==> config.mk <==
export PLATFORM = sky130hd
export DESIGN_NAME = ball_motion_logic
export DESIGN_NICKNAME = d
export VERILOG_FILES = /design/src/rtl/ball_motion_logic.sv
export SDC_FILE = /design/constraint.sdc
export NUM_CORES = 1
export LEC_CHECK = 0
export CAP_MARGIN = 20
export CORE_AREA = 2 2 141 108
export CTS_CLUSTER_SIZE = 12
export DETAILED_ROUTE_END_ITERATION = 8
export DIE_AREA = 0 0 143 110
export DONT_BUFFER_PORTS = 1
export GPL_TIMING_DRIVEN = 0
export HOLD_SLACK_MARGIN = 0.03
export SKIP_CTS_REPAIR_TIMING = 1
export SLEW_MARGIN = 20
export SYNTH_ARGS = -nofsm -noshare
export SYNTH_HDL_FRONTEND = slang
export SYNTH_SLANG_ARGS = --single-unit
export TNS_END_PERCENT = 1
==> constraint.sdc <==
create_clock -name clk -period 6.4 [get_ports clk]
set_input_delay 1.6 -clock clk [delete_from_list [all_inputs] [get_ports clk]]
set_output_delay 1.6 -clock clk [all_outputs]
set_load 0.1 [all_outputs]
==> src/rtl/ball_motion_logic.sv <==
// Ball motion: latches a cue-shot velocity while at rest, then per frame integrates
// position, bounces off the cushions and applies friction. Optional macro: BALL_VELOCITY_CLAMP_EN.
module ball_motion_logic #(
  parameter int INIT_X          = 320,
  parameter int INIT_Y          = 240,
  parameter int FRAC_BITS       = 4,
  parameter int LEFT_BORDER     = 32,
  parameter int RIGHT_BORDER    = 607,
  parameter int TOP_BORDER      = 32,
  parameter int BOTTOM_BORDER   = 447,
  parameter int BALL_SIZE       = 16,
  parameter int FRICTION_PERIOD = 4,
  parameter int MAX_SPEED       = 256
) (
  input  logic               clk,
  input  logic               reset,
  input  logic               startOfFrame,
  input  logic signed [10:0] newVelocityX,
  input  logic signed [10:0] newVelocityY,
  input  logic               velocityWriteEnable,
  output logic        [10:0] topLeftX,
  output logic        [10:0] topLeftY,
  output logic               ballMoving,
  output logic               writeAccepted,
  output logic               writeRejected,
  output logic               ballStopped
);

  localparam int PW = 11 + FRAC_BITS;
  localparam int SW = PW + 2;
  localparam int IW = SW - FRAC_BITS;
  localparam int CW = (FRICTION_PERIOD > 1) ? $clog2(FRICTION_PERIOD) : 1;

  localparam logic signed [IW-1:0] X_MIN = IW'(LEFT_BORDER);
  localparam logic signed [IW-1:0] X_MAX = IW'(RIGHT_BORDER - BALL_SIZE + 1);
  localparam logic signed [IW-1:0] Y_MIN = IW'(TOP_BORDER);
  localparam logic signed [IW-1:0] Y_MAX = IW'(BOTTOM_BORDER - BALL_SIZE + 1);
  localparam logic [CW-1:0]        CNT_LAST = CW'(FRICTION_PERIOD - 1);
  localparam logic signed [10:0]   V_LIM = 11'(MAX_SPEED);

  typedef enum logic {IDLE, MOVING} state_t;

  state_t             state;
  logic [PW-1:0]      posX, posY;
  logic signed [10:0] velX, velY;
  logic [CW-1:0]      frictionCnt;

  logic [PW-1:0]      nextPosX, nextPosY;
  logic signed [10:0] bounceVelX, bounceVelY;
  logic signed [10:0] nextVelX, nextVelY;
  logic signed [10:0] acceptX, acceptY;
  logic               cntWrap;

  function automatic logic signed [10:0] negSat(input logic signed [10:0] v);
    return (v == -11'sd1024) ? 11'sd1023 : -v;
  endfunction

  function automatic logic signed [10:0] towardZero(input logic signed [10:0] v);
    if (v > 11'sd0) return v - 11'sd1;
    if (v < 11'sd0) return v + 11'sd1;
    return v;
  endfunction

  function automatic logic signed [10:0] clampVel(input logic signed [10:0] v);
`ifdef BALL_VELOCITY_CLAMP_EN
    if (v > V_LIM) return V_LIM;
    if (v < -V_LIM) return -V_LIM;
    return v;
`else
    return v;
`endif
  endfunction

  // One axis: integrate, then snap to the cushion and reverse if the ball crossed it.
  function automatic void stepAxis(
    input  logic [PW-1:0]      pos,
    input  logic signed [10:0] vel,
    input  logic signed [IW-1:0] lo,
    input  logic signed [IW-1:0] hi,
    output logic [PW-1:0]      nPos,
    output logic signed [10:0] nVel
  );
    logic signed [SW-1:0] sum;
    logic signed [IW-1:0] ipart;
    sum   = $signed({2'b00, pos}) + SW'(vel);
    ipart = sum[SW-1:FRAC_BITS];
    nPos  = sum[PW-1:0];
    nVel  = vel;
    if (ipart < lo) begin
      nPos = {lo[10:0], {FRAC_BITS{1'b0}}};
      nVel = negSat(vel);
    end else if (ipart > hi) begin
      nPos = {hi[10:0], {FRAC_BITS{1'b0}}};
      nVel = negSat(vel);
    end
  endfunction

  always_comb begin
    nextPosX   = '0;
    nextPosY   = '0;
    bounceVelX = '0;
    bounceVelY = '0;
    stepAxis(posX, velX, X_MIN, X_MAX, nextPosX, bounceVelX);
    stepAxis(posY, velY, Y_MIN, Y_MAX, nextPosY, bounceVelY);
    cntWrap  = (frictionCnt == CNT_LAST);
    nextVelX = cntWrap ? towardZero(bounceVelX) : bounceVelX;
    nextVelY = cntWrap ? towardZero(bounceVelY) : bounceVelY;
    acceptX  = clampVel(newVelocityX);
    acceptY  = clampVel(newVelocityY);
  end

  always_ff @(posedge clk or posedge reset) begin
    if (reset) begin
      state         <= IDLE;
      posX          <= {11'(INIT_X), {FRAC_BITS{1'b0}}};
      posY          <= {11'(INIT_Y), {FRAC_BITS{1'b0}}};
      velX          <= '0;
      velY          <= '0;
      frictionCnt   <= '0;
      ballMoving    <= 1'b0;
      writeAccepted <= 1'b0;
      writeRejected <= 1'b0;
      ballStopped   <= 1'b0;
    end else begin
      writeAccepted <= 1'b0;
      writeRejected <= 1'b0;
      ballStopped   <= 1'b0;
      case (state)
        IDLE: begin
          // startOfFrame has no effect at rest, even when it coincides with a write.
          if (velocityWriteEnable) begin
            velX          <= acceptX;
            velY          <= acceptY;
            frictionCnt   <= '0;
            writeAccepted <= 1'b1;
            if (acceptX != 11'sd0 || acceptY != 11'sd0) begin
              state      <= MOVING;
              ballMoving <= 1'b1;
            end
          end
        end
        MOVING: begin
          if (velocityWriteEnable) writeRejected <= 1'b1;
          if (startOfFrame) begin
            posX        <= nextPosX;
            posY        <= nextPosY;
            velX        <= nextVelX;
            velY        <= nextVelY;
            frictionCnt <= cntWrap ? '0 : frictionCnt + CW'(1);
            if (nextVelX == 11'sd0 && nextVelY == 11'sd0) begin
              state       <= IDLE;
              ballMoving  <= 1'b0;
              ballStopped <= 1'b1;
            end
          end
        end
        default: state <= IDLE;
      endcase
    end
  end

  assign topLeftX = posX[PW-1:FRAC_BITS];
  assign topLeftY = posY[PW-1:FRAC_BITS];

endmodule

==> results of run 1 <==
-- synthesized netlist by cell type (13+ instances only) --
cell type  instances
nand3_1           19
clkbuf_1          36
o21ai_0           52
nor3_1            25
nor2_1            72
inv_1             29
a21oi_1           58
buf_4             23
and2_1            17
a21o_1            13
or3_1             19
xnor2_1           19
dfrtp_1           53
nand2_1          104
ha_1              39
a31oi_1           24
-- worst paths after layout --
kind                            cells after the start      startpoint  slack, ns              to
worst max-delay path                               23         velY[4]       0.33           state
worst min-delay path                                1  frictionCnt[0]       0.49  frictionCnt[0]
worst max register to register                     23         velY[4]       0.33           state
worst min register to register                      1  frictionCnt[0]       0.49  frictionCnt[0]
max in group asynchronous                           2           reset       4.81         posY[9]
min in group asynchronous                           1           reset       1.04   writeAccepted
-- layout make-up --
type | count | share of cell area [%]
clock buffer | 13 | 3.23
clock inverter | 3 | 0.202
timing repair buffer | 8 | 1.08
buffer | 68 | 4.77
inverter | 31 | 1.60
multi-input combinational | 730 | 65.8
sequential | 59 | 20.0
tap | 200 | 3.36
-- routing by layer --
| layer | part of all wire (%) | wire (microns) | track usage (%) |
|---|---|---|---|
| met2 | 42 | 9650 | 42.5 |
| met1 | 49 | 11300 | 44.9 |
| met5 | 0 | 0 | 0 |
| met3 | 8.0 | 1840 | 4.92 |
| met4 | 1.6 | 372 | 7.57 |
-- cells in the final DEF, fill, tap and decap left out, drive strengths merged, types with 28 or more instances in the layout --
master / Yosys / layout
a21oi: 60 / 60
buf: 32 / 39
clkbuf: 36 / 50
dfrtp: 53 / 53
ha: 39 / 39
inv: 29 / 29
nand2: 104 / 104
nor2: 73 / 73
nor3: 28 / 28
o21ai: 58 / 58
-- cells by family (layout without fill, tap and decap cells) --
kind of cell / Yosys count / in the layout / synth area share, %
compound gates: 295 / 295 / 30.9
xor+xnor: 29 / 29 / 3.75
fa+ha+maj: 41 / 41 / 7.79
buf+inv: 99 / 123 / 6.87
flops: 59 / 59 / 21.9
mux: 17 / 17 / 2.62
simple gates: 348 / 348 / 26.2
-- registers in the layout, summed over array words and instances, names as in the netlist --
register	count
ballMoving	1
velY	11
posX	15
frictionCnt	2
writeAccepted	1
posY	15
state	1
writeRejected	1
velX	11
ballStopped	1
-- worst max-delay path, delay by kind of cell, from the launching register on --
family	cells	cell delay (ns)
AO/OA/AOI/OAI	6	1.62
XOR/XNOR	1	0.24
adder cells (fa/ha/maj)	2	0.58
buffers and inverters	4	0.71
flip-flops	1	0.48
multiplexers	1	0.14
AND/OR/NAND/NOR	9	2.16
-- metrics by stage --
stage	setup slack (ns)	area, sq um	cells
finish	0.331	7450	1112
global route	-0.00728	7450	1112
CTS	-0.768	7310	1105
detailed placement	-0.737	7050	1089
global placement	-0.758	7020	1088
floorplan	0.987	6770	888
-- power breakdown --
part / switching (uW) / internal (uW)
logic: 2110 / 1140
clock network: 176 / 260
registers: 218 / 502
total: 2510 / 1900
==> impl_results.md, run 1 <==
* Syn_area_per_cell at around 7.6 sq um
* CTS tree: built
* Crit-path max cell delay at around 0.52 ns
* Tot GR Track Use at between 20% and 30%
* Critical Path RT at around 6.6 ns
* Cts bufs inserted at 9
* Result of the run: finished clean
* Vias in the first global route at between 6000 and 7000
* Multi-input logic area at 4900 sq um
* # fillers at ~1400
* DR pass1 iterations at 7
* Starting Density at between 40% and 50%
* Crit-path cells: ha_1 > and2_4 > a221o_2 > a22o_1 > a211oi_2 > nand2_1 > or3_1 > nand3_4 > clkbuf_4 > clkbuf_4 > a21oi_1 > inv_1 > ha_1 > nor3b_2 > mux2i_2 > nor3_4 > buf_4 > nand3b_1 > a21oi_1 > xnor2_1 > nor4b_1 > nand4_1 > a21boi_2
* DR iter-0 viols at roughly 810
* Worst slew margin at 35.5%
* Setup TNS Final at 0 ns
* Min Tclk post-route at 6.07 ns
* Vias at slightly above 7000
* Async S/R FF share, synth at between 90% and 100%
* Clock transition at path regs at approximately 0.050 ns
* Peak fanout along the critical path at 10
* Final Core Density at 52.0%
* Die extent in y at 110 microns
* Worst Max-Slew Pin Slew at ~0.97 ns
* Final nets at 974
* Synth area leaders: dfrtp_1 20%, ha_1 7.2%, nand2_1 5.8%
* Largest net degree at the start of global routing at 50
* WS Path Type: reg -> reg
* Io pins at between 50 and 60
* Worst-Skew Late Latency at roughly 0.33 ns
* PD cells at 592 nW/um^2
* Core ar. at ~14000 sq um
* Max H-tree Level at 3
* Synth Instances at 888
* Period Utilization, post-route at 94.8%
* Post-synthesis sequential area ratio at between 20% and 30%
* Post-synth top area share at around 20%
* CP max stage cell: or3_1
* Gpl congestion at 0.947
* VDD IR max at approximately 0.22 mV
* Rows at 38
* Clk root buf: clkbuf_16
* Routed WL at around 23 mm
* First-pass GRT wire length at between 30 and 40 mm
* Antenna-violating nets left at 0
* Max-Cap Viols at 0
* CP Launch Type: register
* Synth Flop Type: dfrtp_1
* GRT overflow at 0
* # port buffers at 0
* CTS sink count at 59
* Cell area after synthesis at between 6000 and 7000 sq um
* Crit path DAT at ~6.3 ns
* Leak at around 0.0031 uW
* Hold Crit Class: reg -> reg
* Critical Path Sink Type: register
* Final hold violation count at 0
* Worst hold slack at 0.487 ns
* Number of diodes at 0
* Final setup viols at 0
* Worst Skew at approximately 0.0042 ns
* Pwr Total at around 4400 uW
* Avg Vias per Cell at ~6.4
* Layout cells sized above 1 at 11.5%
* Unique cell type count in the Yosys netlist at 89
* Clk buf depth at 2
* Fmax at 0.165 GHz
* FF+latch area at approximately 1500 sq um
* Initial antenna violation count at 0
* Slew Limit Fails at 0
* Number of synthesized flops with an enable pin at 0
* Post-route DRC at 0
* Yosys warning count at 0
* FF+latch count, synth at around 60
* Synth-to-layout area growth at 9.94%
* WL per Instance at about 21 microns
* Yosys top cell by area: dfrtp_1
* Die Span X at between 100 and 150 microns
* Die footprint at approximately 16000 sq um
* Syn nets at ~960
* HPWL after DPL at approximately 18 mm
Power figures use the tool's default switching activity.
==> run 2: changes to the inputs <==
DONT_BUFFER_PORTS = default   (was 1)
PLACE_DENSITY = 0.67   (was default)
==> run 2 against run 1 <==
Effect of this change: maximum frequency shrank 1.2%; die area unchanged; clock skew increased by 0.0018 ns; global-route usage shrank 0.68 points; utilization up 3.7 points; critical path type unchanged; first-iteration DRC count grew 0.49%; highest routed layer unchanged; largest cell class unchanged; worst setup slack got worse by 0.077 ns; register-to-register slack got worse by 0.08 ns; critical path depth is the same; wire length shrank 4.2%.
==> impl_results.md, run 2 (synthesis gave the netlist of run 1 again) <==
* Slew Limit Fails at 0
* # port buffers at just over 50
* Vias in the first global route at 6349
* Result of the run: finished clean
* Leak at ~0.0033 uW
* Worst Max-Slew Pin Slew at a little under 1 ns
* Rows at 38
* Max H-tree Level at 3
* Worst hold slack at about 0.50 ns
* Clk root buf: clkbuf_16
* Commonest non-fill, non-tap cell in the layout: nand2_1
* Hold Crit Class: reg -> reg
* Die footprint at 15700 sq um
* Post-route DRC at 0
* Synth-to-layout area growth at 17.7%
* Worst slew margin at 35.5%
* WHS Path Cells at 2
* Max-Cap Viols at 0
* Worst Skew at 0.00602 ns
* Final cell count without fillers at about 1200
* Biggest registers after layout: posX x15, posY x15
* HPWL after DPL at approximately 17 mm
* Antenna-violating nets left at 0
* CTS tree: built
* RSZ-0062 raised after global routing: no
* CTS sink count at between 50 and 60
* Reg2reg setup slack at approximately 0.25 ns
* Crit-path cells: ha_1 > and2_4 > a221o_2 > a41oi_2 > nand2_1 > mux2i_1 > o2111a_1 > nand3_2 > buf_2 > clkbuf_4 > a21oi_1 > inv_1 > ha_1 > nor3b_2 > mux2i_2 > nor3_4 > buf_4 > and2_1 > a211oi_2 > xor2_1 > nor4_1 > nand4_1 > a21boi_2
* DR pass1 iterations at 5
* Placed Cells at ~1100
* Worst-Skew Late Latency at 0.33 ns
* Most used cell, CP: ha_1
* Reg2reg end: state
* WS Path Type: reg -> reg
* Initial antenna violation count at 0
* Routed WL at between 20 and 25 mm
* Clock transition at path regs at roughly 0.050 ns
* CP Launch Type: register
* Peak fanout along the critical path at 10
* Crit-path max cell delay at 0.50 ns
* First-pass GRT wire length at roughly 35 mm
* Gpl congestion at roughly 0.93
* PD cells at roughly 570 nW/um^2
* Final instance area at roughly 8000 sq um
* Io pins at 52
* CP max stage cell: dfrtp_2
* Hold Crit Endpoint: posX[3]
* GRT overflow at 0
* Min Tclk post-route at between 6 and 7 ns
* VDD IR max at around 0.27 mV
* Cts bufs inserted at 9
* Final setup viols at 0
* Final Core Density at about 56%
* Starting Density at between 40% and 50%
* Setup TNS Final at 0 ns
* DR iter-0 viols at between 800 and 900
* Critical Path Sink Type: register
* Tot GR Track Use at ~29%
* Final hold violation count at 0
* Number of diodes at 0
* Largest net degree at the start of global routing at between 50 and 60
* RR Startpoint: velY[4]
* Vias at roughly 7300
* Area after DPL at approximately 7600 sq um
* Crit path DAT at roughly 6.3 ns
* Core ar. at about 14000 sq um
* Layout cells sized above 1 at between 10% and 20%
* Die extent in y at between 100 and 150 microns
* Period Utilization, post-route at 96.0%
* Die Span X at roughly 140 microns
* Clk buf depth at 2
* Hold Path Origin: posX[3]
* Final nets at ~1000
* Avg Vias per Cell at between 6 and 7
* Reg2Reg Depth at 23
* Fmax at ~0.16 GHz
* Most frequent cells in the layout: 104 x nand2_1, 72 x nor2_1, 58 x a21oi_1
* WL per Instance at around 19 microns
* Critical Path RT at 6.60 ns
## run 2: changes by cell type in the layout (fill, tap and decap cells not counted), sizes merged
cell,before,now
buf,39,40
bufinv,0,1
clkbuf,50,49
clkdlybuf4s50,0,51
clkinv,5,4
## run 2: metal layers
| layer | track usage, % | part of all wire, % | vias up |
|---|---|---|---|
| met5 | 0 | 0 | - |
| met4 | 6.65 | 1.4 | 0 |
| met3 | 4.62 | 10 | 28 |
| met2 | 38.2 | 39 | 344 |
| met1 | 47.0 | 49 | 3435 |
| li1 | - | - | 3474 |
## run 2: power breakdown
| group | leakage, uW | switching, uW | total, uW | internal [uW] |
|---|---|---|---|---|
| combinational | 0.00245 | 2100 | 3310 | 1210 |
| sequential | 0.000719 | 214 | 716 | 502 |
| clock | 0.000144 | 176 | 487 | 311 |
## run 2: worst max path at each step
stage / start / to / cells after the start / slack (ns)
after floorplan: velY[0] / state / 24 / 0.99
after global placement: velY[0] / state / 24 / -0.52
after detailed placement: velY[0] / state / 24 / -0.62
after CTS: velY[0] / state / 24 / -0.66
after global routing: velY[0] / state / 26 / 0.01
final: velY[4] / state / 23 / 0.25
## run 2: critical path: cells and delay by family, from the launching register on
| kind | cells | cell delay [ns] |
|---|---|---|
| compound gates | 6 | 1.80 |
| xor+xnor | 1 | 0.16 |
| fa+ha+maj | 2 | 0.61 |
| buf+inv | 4 | 0.77 |
| flops | 1 | 0.50 |
| mux | 2 | 0.57 |
| simple gates | 8 | 1.61 |
## run 2: per-stage QoR
step / setup WS, ns / total power, uW
2_1_floorplan: 0.987 / 3070
3_3_place_gp: -0.517 / 3800
3_5_place_dp: -0.620 / 3820
4_1_cts: -0.658 / 4320
5_1_grt: 0.0118 / 4830
6_report: 0.254 / 4510
## run 2: layout make-up
cell class / count / area (sq um)
Multi-Input combinational cell: 730 / 4880
Timing Repair Buffer: 59 / 591
Clock buffer: 13 / 250
Fill cell: 1375 / 6340
Sequential cell: 59 / 1490
Clock inverter: 3 / 40.0
Inverter: 31 / 119
Buffer: 68 / 353
Tap cell: 200 / 250
